## config.mk

```make
export PLATFORM = sky130hd
export DESIGN_NAME = fft_stage_sequencer
export DESIGN_NICKNAME = d
export VERILOG_FILES = /design/src/rtl/fft_stage_sequencer.sv
export SDC_FILE = /design/constraint.sdc
export NUM_CORES = 1
export LEC_CHECK = 0
export CAP_MARGIN = 20
export CORE_MARGIN = 2
export CORE_UTILIZATION = 54
export DETAILED_ROUTE_END_ITERATION = 8
export GPL_TIMING_DRIVEN = 1
export HOLD_SLACK_MARGIN = 0.08
export PLACE_DENSITY = 0.87
export RECOVER_POWER = 25
export SYNTH_ARGS = -nofsm -noshare
export SYNTH_HDL_FRONTEND = slang
export SYNTH_SLANG_ARGS = --single-unit
```

## constraint.sdc

```tcl
create_clock -name clk -period 4.7 [get_ports clk]
set_input_delay 0.705 -clock clk [delete_from_list [all_inputs] [get_ports clk]]
set_output_delay 0.705 -clock clk [all_outputs]
set_load 0.005 [all_outputs]
```

## src/rtl/fft_stage_sequencer.sv

```systemverilog
// fft_stage_sequencer
// Autonomous stage/butterfly sequencer for an in-place radix-2 DIF FFT.
// One start pulse runs all NUMSTAGES stages. Each enabled RUN cycle issues
// one butterfly read. The matching write follows BF_LATENCY enabled cycles
// later on the opposite bank pair.
//
// Bank mapping: sample n sits in bank pairbase + (XOR of all bits of n), at
// address n>>1. top and bot differ in exactly one bit, so their bit-parities
// differ and the two reads of a butterfly never hit the same bank.
//
// Ports:
//   clk, rst_n         clock, async active-low reset
//   start, ld_data_r   begin a transform (only when input data is loaded)
//   en_r               advance enable; low freezes RUN/DRAIN
//   busy, stage_num    transform in progress, current stage
//   rd_en, rd_addr0..3 read strobe and per-bank read addresses
//   wr_en, wr_addr0..3 write strobe and per-bank write addresses
//   m0_s / m1_s        read / write swap (top sample on odd-parity bank)
//   m2_s / m3_s        read / write bank pair select
//   tw_addr            twiddle ROM address
//   stage_done         one-cycle pulse at the end of each stage
//   fft_done           one-cycle pulse at the end of the last stage
//   res_pair           pair holding the result
// Optional build macro FFT_INVERSE_EN adds input inverse and output tw_conj.
module fft_stage_sequencer #(
    parameter int NUMSTAGES  = 5,
    parameter int BF_LATENCY = 3
) (
    input  logic                         clk,
    input  logic                         rst_n,
`ifdef FFT_INVERSE_EN
    input  logic                         inverse,
    output logic                         tw_conj,
`endif
    input  logic                         start,
    input  logic                         ld_data_r,
    input  logic                         en_r,
    output logic                         busy,
    output logic [$clog2(NUMSTAGES)-1:0] stage_num,
    output logic                         rd_en,
    output logic                         wr_en,
    output logic [NUMSTAGES-2:0]         rd_addr0,
    output logic [NUMSTAGES-2:0]         rd_addr1,
    output logic [NUMSTAGES-2:0]         rd_addr2,
    output logic [NUMSTAGES-2:0]         rd_addr3,
    output logic [NUMSTAGES-2:0]         wr_addr0,
    output logic [NUMSTAGES-2:0]         wr_addr1,
    output logic [NUMSTAGES-2:0]         wr_addr2,
    output logic [NUMSTAGES-2:0]         wr_addr3,
    output logic                         m0_s,
    output logic                         m1_s,
    output logic                         m2_s,
    output logic                         m3_s,
    output logic [NUMSTAGES-2:0]         tw_addr,
    output logic                         stage_done,
    output logic                         fft_done,
    output logic                         res_pair
);

    localparam int AW = NUMSTAGES - 1;
    localparam int SW = $clog2(NUMSTAGES);
    localparam int L  = BF_LATENCY;
    localparam logic [AW-1:0]        J_LAST   = '1;
    localparam logic [SW-1:0]        S_LAST   = SW'(NUMSTAGES - 1);
    localparam logic [AW-1:0]        AONE     = AW'(1);
    localparam logic [NUMSTAGES-1:0] NONE     = NUMSTAGES'(1);
    // All delay-line slots except the one being written this cycle.
    localparam logic [L-1:0]         HEAD_MASK = {L{1'b1}} >> 1;
    localparam logic                 RES_PAIR  = (NUMSTAGES % 2) == 1;

    typedef enum logic [1:0] {IDLE, RUN, DRAIN, STEP} state_t;

    state_t         state;
    logic [AW-1:0]  j;
    logic [SW-1:0]  s;
`ifdef FFT_INVERSE_EN
    logic           inv_lat;
`endif

    // Write delay line: valid, top/bot bank addresses, top parity.
    logic [L-1:0]   vld_pipe;
    logic [L-1:0]   par_pipe;
    logic [AW-1:0]  ta_pipe [L];
    logic [AW-1:0]  ba_pipe [L];

    logic           adv, issue;
    int             p;
    logic [NUMSTAGES-1:0] jx, top, bot;
    logic [AW-1:0]  mask, jm, tw;
    logic           top_par;
    logic [AW-1:0]  rd_nxt [4];
    logic [AW-1:0]  wr_nxt [4];

    assign stage_num = s;
    assign adv   = en_r && (state == RUN || state == DRAIN);
    assign issue = en_r && (state == RUN);

    always_comb begin
        p       = NUMSTAGES - 1 - int'(s);
        jx      = {1'b0, j};
        // For s=0, p=AW and the shift wraps to 0, giving an all-ones mask.
        mask    = (AONE << p) - AONE;
        jm      = j & mask;
        top     = ((jx >> p) << (p + 1)) | {1'b0, jm};
        bot     = top | (NONE << p);
        top_par = ^top;
        tw      = jm << s;
        for (int b = 0; b < 4; b++) begin
            rd_nxt[b] = '0;
            wr_nxt[b] = '0;
        end
        // Bank index = {pair, parity}; the partner sample takes the other bank.
        rd_nxt[{s[0],  top_par}]       = top[NUMSTAGES-1:1];
        rd_nxt[{s[0], ~top_par}]       = bot[NUMSTAGES-1:1];
        wr_nxt[{~s[0],  par_pipe[L-1]}] = ta_pipe[L-1];
        wr_nxt[{~s[0], ~par_pipe[L-1]}] = ba_pipe[L-1];
    end

    // Control FSM and read-side outputs.
    always_ff @(posedge clk or negedge rst_n) begin
        if (!rst_n) begin
            state      <= IDLE;
            j          <= '0;
            s          <= '0;
            busy       <= 1'b0;
            rd_en      <= 1'b0;
            rd_addr0   <= '0;
            rd_addr1   <= '0;
            rd_addr2   <= '0;
            rd_addr3   <= '0;
            m0_s       <= 1'b0;
            m2_s       <= 1'b0;
            m3_s       <= 1'b0;
            tw_addr    <= '0;
            stage_done <= 1'b0;
            fft_done   <= 1'b0;
            res_pair   <= 1'b0;
`ifdef FFT_INVERSE_EN
            inv_lat    <= 1'b0;
            tw_conj    <= 1'b0;
`endif
        end else begin
            rd_en      <= 1'b0;
            rd_addr0   <= '0;
            rd_addr1   <= '0;
            rd_addr2   <= '0;
            rd_addr3   <= '0;
            m0_s       <= 1'b0;
            m2_s       <= 1'b0;
            m3_s       <= 1'b0;
            tw_addr    <= '0;
            stage_done <= 1'b0;
            fft_done   <= 1'b0;
`ifdef FFT_INVERSE_EN
            tw_conj    <= 1'b0;
`endif
            // m2/m3/tw_conj are set from the state being entered so they are
            // valid for the whole time the FSM sits in RUN/DRAIN.
            case (state)
                IDLE: begin
                    busy <= 1'b0;
                    if (start && ld_data_r) begin
                        state    <= RUN;
                        busy     <= 1'b1;
                        s        <= '0;
                        j        <= '0;
                        res_pair <= 1'b0;
                        m2_s     <= 1'b0;
                        m3_s     <= 1'b1;
`ifdef FFT_INVERSE_EN
                        inv_lat  <= inverse;
                        tw_conj  <= inverse;
`endif
                    end
                end
                RUN: begin
                    m2_s <= s[0];
                    m3_s <= ~s[0];
`ifdef FFT_INVERSE_EN
                    tw_conj <= inv_lat;
`endif
                    if (en_r) begin
                        rd_en    <= 1'b1;
                        m0_s     <= top_par;
                        tw_addr  <= tw;
                        rd_addr0 <= rd_nxt[0];
                        rd_addr1 <= rd_nxt[1];
                        rd_addr2 <= rd_nxt[2];
                        rd_addr3 <= rd_nxt[3];
                        if (j == J_LAST) begin
                            state <= DRAIN;
`ifdef FFT_INVERSE_EN
                            tw_conj <= 1'b0;
`endif
                        end else begin
                            j <= j + AONE;
                        end
                    end
                end
                DRAIN: begin
                    m2_s <= s[0];
                    m3_s <= ~s[0];
                    // Leave once the write going out this cycle is the last one.
                    if (en_r && (vld_pipe & HEAD_MASK) == '0) begin
                        state <= STEP;
                        m2_s  <= 1'b0;
                        m3_s  <= 1'b0;
                    end
                end
                STEP: begin
                    stage_done <= 1'b1;
                    if (s == S_LAST) begin
                        fft_done <= 1'b1;
                        res_pair <= RES_PAIR;
                        s        <= '0;
                        state    <= IDLE;
                    end else begin
                        s     <= s + SW'(1);
                        j     <= '0;
                        state <= RUN;
                        m2_s  <= ~s[0];
                        m3_s  <= s[0];
`ifdef FFT_INVERSE_EN
                        tw_conj <= inv_lat;
`endif
                    end
                end
                default: state <= IDLE;
            endcase
        end
    end

    // Write delay line and write-side outputs; moves only on enabled
    // RUN/DRAIN cycles so a stall freezes reads and writes together.
    always_ff @(posedge clk or negedge rst_n) begin
        if (!rst_n) begin
            vld_pipe <= '0;
            par_pipe <= '0;
            for (int i = 0; i < L; i++) begin
                ta_pipe[i] <= '0;
                ba_pipe[i] <= '0;
            end
            wr_en    <= 1'b0;
            m1_s     <= 1'b0;
            wr_addr0 <= '0;
            wr_addr1 <= '0;
            wr_addr2 <= '0;
            wr_addr3 <= '0;
        end else begin
            wr_en    <= 1'b0;
            m1_s     <= 1'b0;
            wr_addr0 <= '0;
            wr_addr1 <= '0;
            wr_addr2 <= '0;
            wr_addr3 <= '0;
            if (adv) begin
                vld_pipe[0] <= issue;
                par_pipe[0] <= top_par;
                ta_pipe[0]  <= top[NUMSTAGES-1:1];
                ba_pipe[0]  <= bot[NUMSTAGES-1:1];
                for (int i = 1; i < L; i++) begin
                    vld_pipe[i] <= vld_pipe[i-1];
                    par_pipe[i] <= par_pipe[i-1];
                    ta_pipe[i]  <= ta_pipe[i-1];
                    ba_pipe[i]  <= ba_pipe[i-1];
                end
                if (vld_pipe[L-1]) begin
                    wr_en    <= 1'b1;
                    m1_s     <= par_pipe[L-1];
                    wr_addr0 <= wr_nxt[0];
                    wr_addr1 <= wr_nxt[1];
                    wr_addr2 <= wr_nxt[2];
                    wr_addr3 <= wr_nxt[3];
                end
            end
        end
    end

endmodule
```

# Word level (Yosys, flattened, before mapping)
# Index checks and enable logic that the tools add are counted.
[totals] ff_bits=85 input_bits=5 out_inout_bits=49 wordCells=153
[classes] add_sub_neg=5 order_cmp=8 n_eq_ne=12 shifts=5 n_mux=63 bitwise=12 reduce_logical=18
[ops] cell="$mux 4" n=26
[ops] cell="$and 16x16->16" n=2
[ops] cell="$bwmux 16" n=2
[ops] cell="$demux 4 s2" n=4
[ops] cell="$shl 1x32->4 const A" n=1
[ops] cell="$shl 1x32->5 const A" n=1
[ops] cell="$shl 5x32->5" n=1
[ops] cell="$shr 4x32->5" n=1
[ops] cell="$mux 1" n=19
[ops] cell="$ge 3x3->1 const B" n=4
[ops] cell="$lt 3x1->1 const B" n=4
[ops] cell="$not 2->3" n=4
[ops] cell="$pmux 4 s3" n=1
[ops] cell="$ne 2x2->1 const B" n=5
[ops] cell="$logic_and 1x1->1" n=8
[ops] cell="$mux 2" n=4
[ops] cell="$pmux 1 s4" n=2
[ops] cell="$pmux 2 s4" n=1
[ops] cell="$mux 3" n=2
[ops] cell="$pmux 3 s2" n=1
[ops] cell="$add 4x2->5 const B" n=1
[ops] cell="$or 5x4->5" n=1
[ops] cell="$or 5x5->5" n=1
[ops] cell="$reduce_and 5->1" n=1
[ops] cell="22 further kinds" n=26

# Depth between registers and ports, before layout
[logic_depth] ltp_word=15 mapped_depth=13 depth_no_buf=12

# Worst setup path after synthesis
# Ideal clock, no wire load.
[synth_timing] kind="reg-to-reg" startpoint="reg s[0], in the netlist stage_num[0]" endpoint="reg rd_addr2[0]" setup_time_ns=0.139 arrival_time_ns=3.199 t_required_ns=4.561 path_slack_ns=1.362 path_stages_with_launch=14 n_path_buf=1 synth_period_minus_slack_ns=3.338 path_cell_list="dfrtp_1 buf_4 clkinv_1 ha_1 ha_1 nor2_1 nand2_1 ha_1 nor2b_1 a31o_2 a2bb2oi_2 xnor2_2 xor2_1 o22ai_1"
[synth_via] elab_chain_len=15 word_cells_on_any_way=28 cone_classes="add/sub (3); order compare (4); shift (4); mux (7); bitwise (7); reduce/logical (3)"
[synth_rtl] item="start: declaration" line_no="75" text="logic [SW-1:0] s;"
[synth_rtl] item="start signal: assignment" line_no="218" text="s <= s + SW'(1);"
[synth_rtl] item="parallel branches: the longest is 12 deep, another holds $add 4x2->5"
[synth_rtl] item="$bwmux 16 (*)" line_no="114" text="rd_nxt[{s[0], ~top_par}] = bot[NUMSTAGES-1:1];"
[synth_rtl] item="$mux 4 (*)" line_no="182" text="if (en_r) begin"
[synth_rtl] item="$mux 4 (*)" line_no="159" text="case (state)"
[synth_rtl] item="end signal: assignment" line_no="188" text="rd_addr2 <= rd_nxt[2];"
[synth_rtl] item="end: declaration" line_no="44" text="output logic [NUMSTAGES-2:0] rd_addr2,"
# Every way passes the cells marked *.
# A chain may end at the register's enable or synchronous reset.

# Worst setup path after layout
[layout_timing] startpoint="reg s[1], in the netlist stage_num[1]" endpoint="reg rd_addr2[0]"
[layout_via] elab_chain_len=15 word_cells_on_any_way=28 cone_classes="add/sub (3); order compare (4); shift (4); mux (7); bitwise (7); reduce/logical (3)"
[layout_rtl] item="$sub 3x3->4 (*)" line_no="99" text="p = NUMSTAGES - 1 - int'(s);"
[layout_rtl] item="parallel branches: the longest is 11 deep, another holds $add 4x2->5"
[layout_rtl] item="$bwmux 16 (*)" line_no="114"
[layout_rtl] item="$mux 4 (*)" line_no="182"
[layout_rtl] item="$mux 4 (*)" line_no="159"
# Marks and branches as above.

==> impl_metrics.yaml <==
hold_path:
  timing.hold.worst.class: "reg2reg"
synthesis:
  syn_area_um2: 3700
  ys_seq_area_frac: 0.575
  synth_register_bits: 85
  synth_nets: 380
  yosysUniqueCellTypes: 52
  yosysWarningCount: 0
  syn-instance-count: 365
  async_reset_ff_frac: 1.00
  synth_edf_count: 0
  synthFlopType: "sky130_fd_sc_hd__dfrtp_1"
  post_syn_area_per_cell_um2: 10.1
sta:
  tns_ns: 0
  report.final.hold_viol_count: 0
  finalCriticalPeriod_ns: 3.74
  setup_repair_after_global_routing_missed_its_margin: "no"
  slew-limit-headroom: 0.294
  maxSlewViolCount: 0
  report.final.setup_viol: 0
  final.period_utilization: 0.796
  post_route_worst_setup_slack_ns: 0.960
  worst_clock_skew_ns: 0.00836
  maxClockFrequency_mhz: 267
  tightest_slew_ns: 1.06
floorplanning:
  die_span_x_um: 86.8
  initial_util: 0.551
  placementRows: 30
  die_outline_area_um2: 7530
  coreArea_um2: 6720
  io_pins: 54
  floorplan.die.height_um: 86.8
setup_path:
  critical_path_required_time_ns: 4.91
  timing.critical_path.slowest_cell_delay_ns: 0.60
  crit_path_frequent_cell: "sky130_fd_sc_hd__ha_1"
  worstPathMaxFanout: 14
  worstSetupPathType: "reg2reg"
  element_type_at_the_critical_path_end: "register"
  cp_slowest_cell: "sky130_fd_sc_hd__dfrtp_1"
  setup.worst_path.start_class: "register"
  worstPathCellList: "inv_1 -> ha_1 -> ha_1 -> nor2_1 -> nand2_1 -> ha_1 -> nor2b_1 -> a31o_2 -> a2bb2oi_2 -> xnor2_2 -> xor2_1 -> o22ai_1"
  worst_path_arrival_time_ns: 3.95
final_layout:
  fillCellCount: 518
  mostFrequentLayoutCells: "94 x sky130_fd_sc_hd__nand2_1, 85 x sky130_fd_sc_hd__dfrtp_1, 52 x sky130_fd_sc_hd__clkdlybuf4s50_1"
  multiInputGateArea_um2: 1490
  antenna-diode-count: 0
  register_area_um2: 2130
  drive_above_1_share: 0.0662
  area_growth_syn_to_layout_pct: 21.5
  nNetsFinal: 433
  layout_commonest_cell: "sky130_fd_sc_hd__nand2_1"
grt:
  globalRouteTotalUtil: 0.220
  grt_remaining_overflow: 0
  grt_start_max_net_pins: 86
  number_of_global_route_vias_before_repair: 2628
  grt_pass1_wl_um: 12800
  antenna_violations_before_repair: 0
cts:
  number_of_clock_buffers_inserted_by_tritoncts: 9
  clk_pin_slew_worst_paths_ns: 0.08
  cts_repair_resize_count: 0
  cts_sinks: 85
  worst_skew_pair_later_pin_latency_ns: 0.35
  cts_hold_buf: 0
  cts-htree-levels: 3
  clockRootBuffer: "sky130_fd_sc_hd__clkbuf_8"
  tritoncts: "yes"
  bufs_on_longest_clock_path: 2
  postCtsSetupRepairBufs: 0
routing:
  wirelength_um: 7770
  antenna_violating_nets_post_route: 0
  route.layer.met1.wl_um: 3370
  wl_met2_um: 3980
  route.detailed.wl_per_inst_um: 15.4
  drc: 0
  route.detailed.vias_per_inst: 5.55
  route.top_layer_used: "met4"
  routed-via-count: 2794
  detail_route.first_pass.iterations: 5
  wl_met3_um: 311
  drt_iter0_drc: 188
place:
  port_buffers: 53
  post-dp-hpwl_um: 5200
  preCtsSetupSlack_ns: 1.08
  place.gp.congestion: 0.858
outcome:
  run_status: "complete, no violations"
pwr:
  leakage_nw: 2.10
  max-vdd-ir-drop_mv: 0.284
  power.density_nw_per_um2: 610
job:
  maxCapViolations: 0
-- cell usage after synthesis, types with 3 or more instances --
cell                        n  area share
sky130_fd_sc_hd__a21oi_1   11       0.015
sky130_fd_sc_hd__a31oi_1    3      0.0051
sky130_fd_sc_hd__and2_1     4      0.0068
sky130_fd_sc_hd__and3_1     4      0.0068
sky130_fd_sc_hd__buf_2      3      0.0041
sky130_fd_sc_hd__clkbuf_1  10       0.010
sky130_fd_sc_hd__dfrtp_1   85        0.57
sky130_fd_sc_hd__ha_1      10       0.034
sky130_fd_sc_hd__inv_1      6      0.0061
sky130_fd_sc_hd__mux2i_1   13       0.035
sky130_fd_sc_hd__nand2_1   94       0.095
sky130_fd_sc_hd__nor2_1    49       0.050
sky130_fd_sc_hd__nor2b_1    4      0.0068
sky130_fd_sc_hd__o21a_1     3      0.0061
sky130_fd_sc_hd__o21ai_0   15       0.020
sky130_fd_sc_hd__o22ai_1    4      0.0068
sky130_fd_sc_hd__xor2_1     3      0.0071
-- cell type report --
type / instances / area share
sequential: 85 / 0.473
multi-input combinational: 259 / 0.331
timing repair buffer: 56 / 0.127
clock buffer: 10 / 0.0306
tap: 80 / 0.0223
clock inverter: 6 / 0.0103
inverter: 7 / 0.00584
-- worst max-delay path, delay by kind of cell, from the launching register on --
| kind | cells | cell delay [ns] |
|---|---|---|
| buffers and inverters | 1 | 0.15 |
| adders and majority gates | 3 | 0.86 |
| xor gates and xnor gates | 2 | 0.49 |
| AOI/OAI and AO/OA | 3 | 0.56 |
| DFF | 1 | 0.60 |
| and+or+nand+nor | 3 | 0.94 |
-- where the power goes --
| group | total, W | leakage (nW) | internal (W) | switching (W) |
|---|---|---|---|---|
| Clock | 0.000477 | 0.0889 | 0.000209 | 0.000268 |
| Combinational | 0.00120 | 0.867 | 0.000474 | 0.000722 |
| Sequential | 0.00107 | 1.14 | 0.000918 | 0.000149 |
-- registers in the layout, indices dropped and copies added (netlist names), 4 cells and up --
name      flops
ba_pipe      12
j             4
rd_addr0      4
rd_addr1      4
rd_addr2      4
rd_addr3      4
ta_pipe      12
tw_addr       4
wr_addr0      4
wr_addr1      4
wr_addr2      4
wr_addr3      4
-- kinds of logic after synthesis --
group	Yosys count	share of synthesized area
mux	13	0.0352
buf+inv	21	0.0233
simple gates	169	0.193
fa+ha+maj	10	0.0338
flops	85	0.575
compound gates	61	0.124
xor+xnor	6	0.0162
-- path summary, 6_finish.rpt --
path / from / to / slack (ns) / cells past startpoint
min in group asynchronous: rst_n / state[0] / 0.52 / 1
max in group asynchronous: rst_n / stage_num[1] / 3.33 / 2
min: ta_pipe[5] / ta_pipe[1] / 0.47 / 2
min reg2reg: ta_pipe[5] / ta_pipe[1] / 0.47 / 2
max: stage_num[1] / rd_addr2[0] / 0.96 / 12
max reg2reg: stage_num[1] / rd_addr2[0] / 0.96 / 12
-- metal layers --
metal,track usage,up-vias
li1,-,1334
met1,0.295,1377
met2,0.356,72
met3,0.0371,11
met4,0.0923,0
met5,0,-
-- per-stage QoR --
step                      total power [W]  hold slack, ns  utilization  instances  instance area (um^2)
final                             0.00274           0.468        0.669        503                  4500
after floorplan                   0.00190           0.409            -        365                  3700
after global routing              0.00294           0.506        0.669        503                  4500
after CTS                         0.00274           0.470        0.664        501                  4460
after detailed placement          0.00225           0.449        0.636        485                  4280
after global placement            0.00220           0.447        0.636        485                  4280
(Power assumes the default switching activity.)
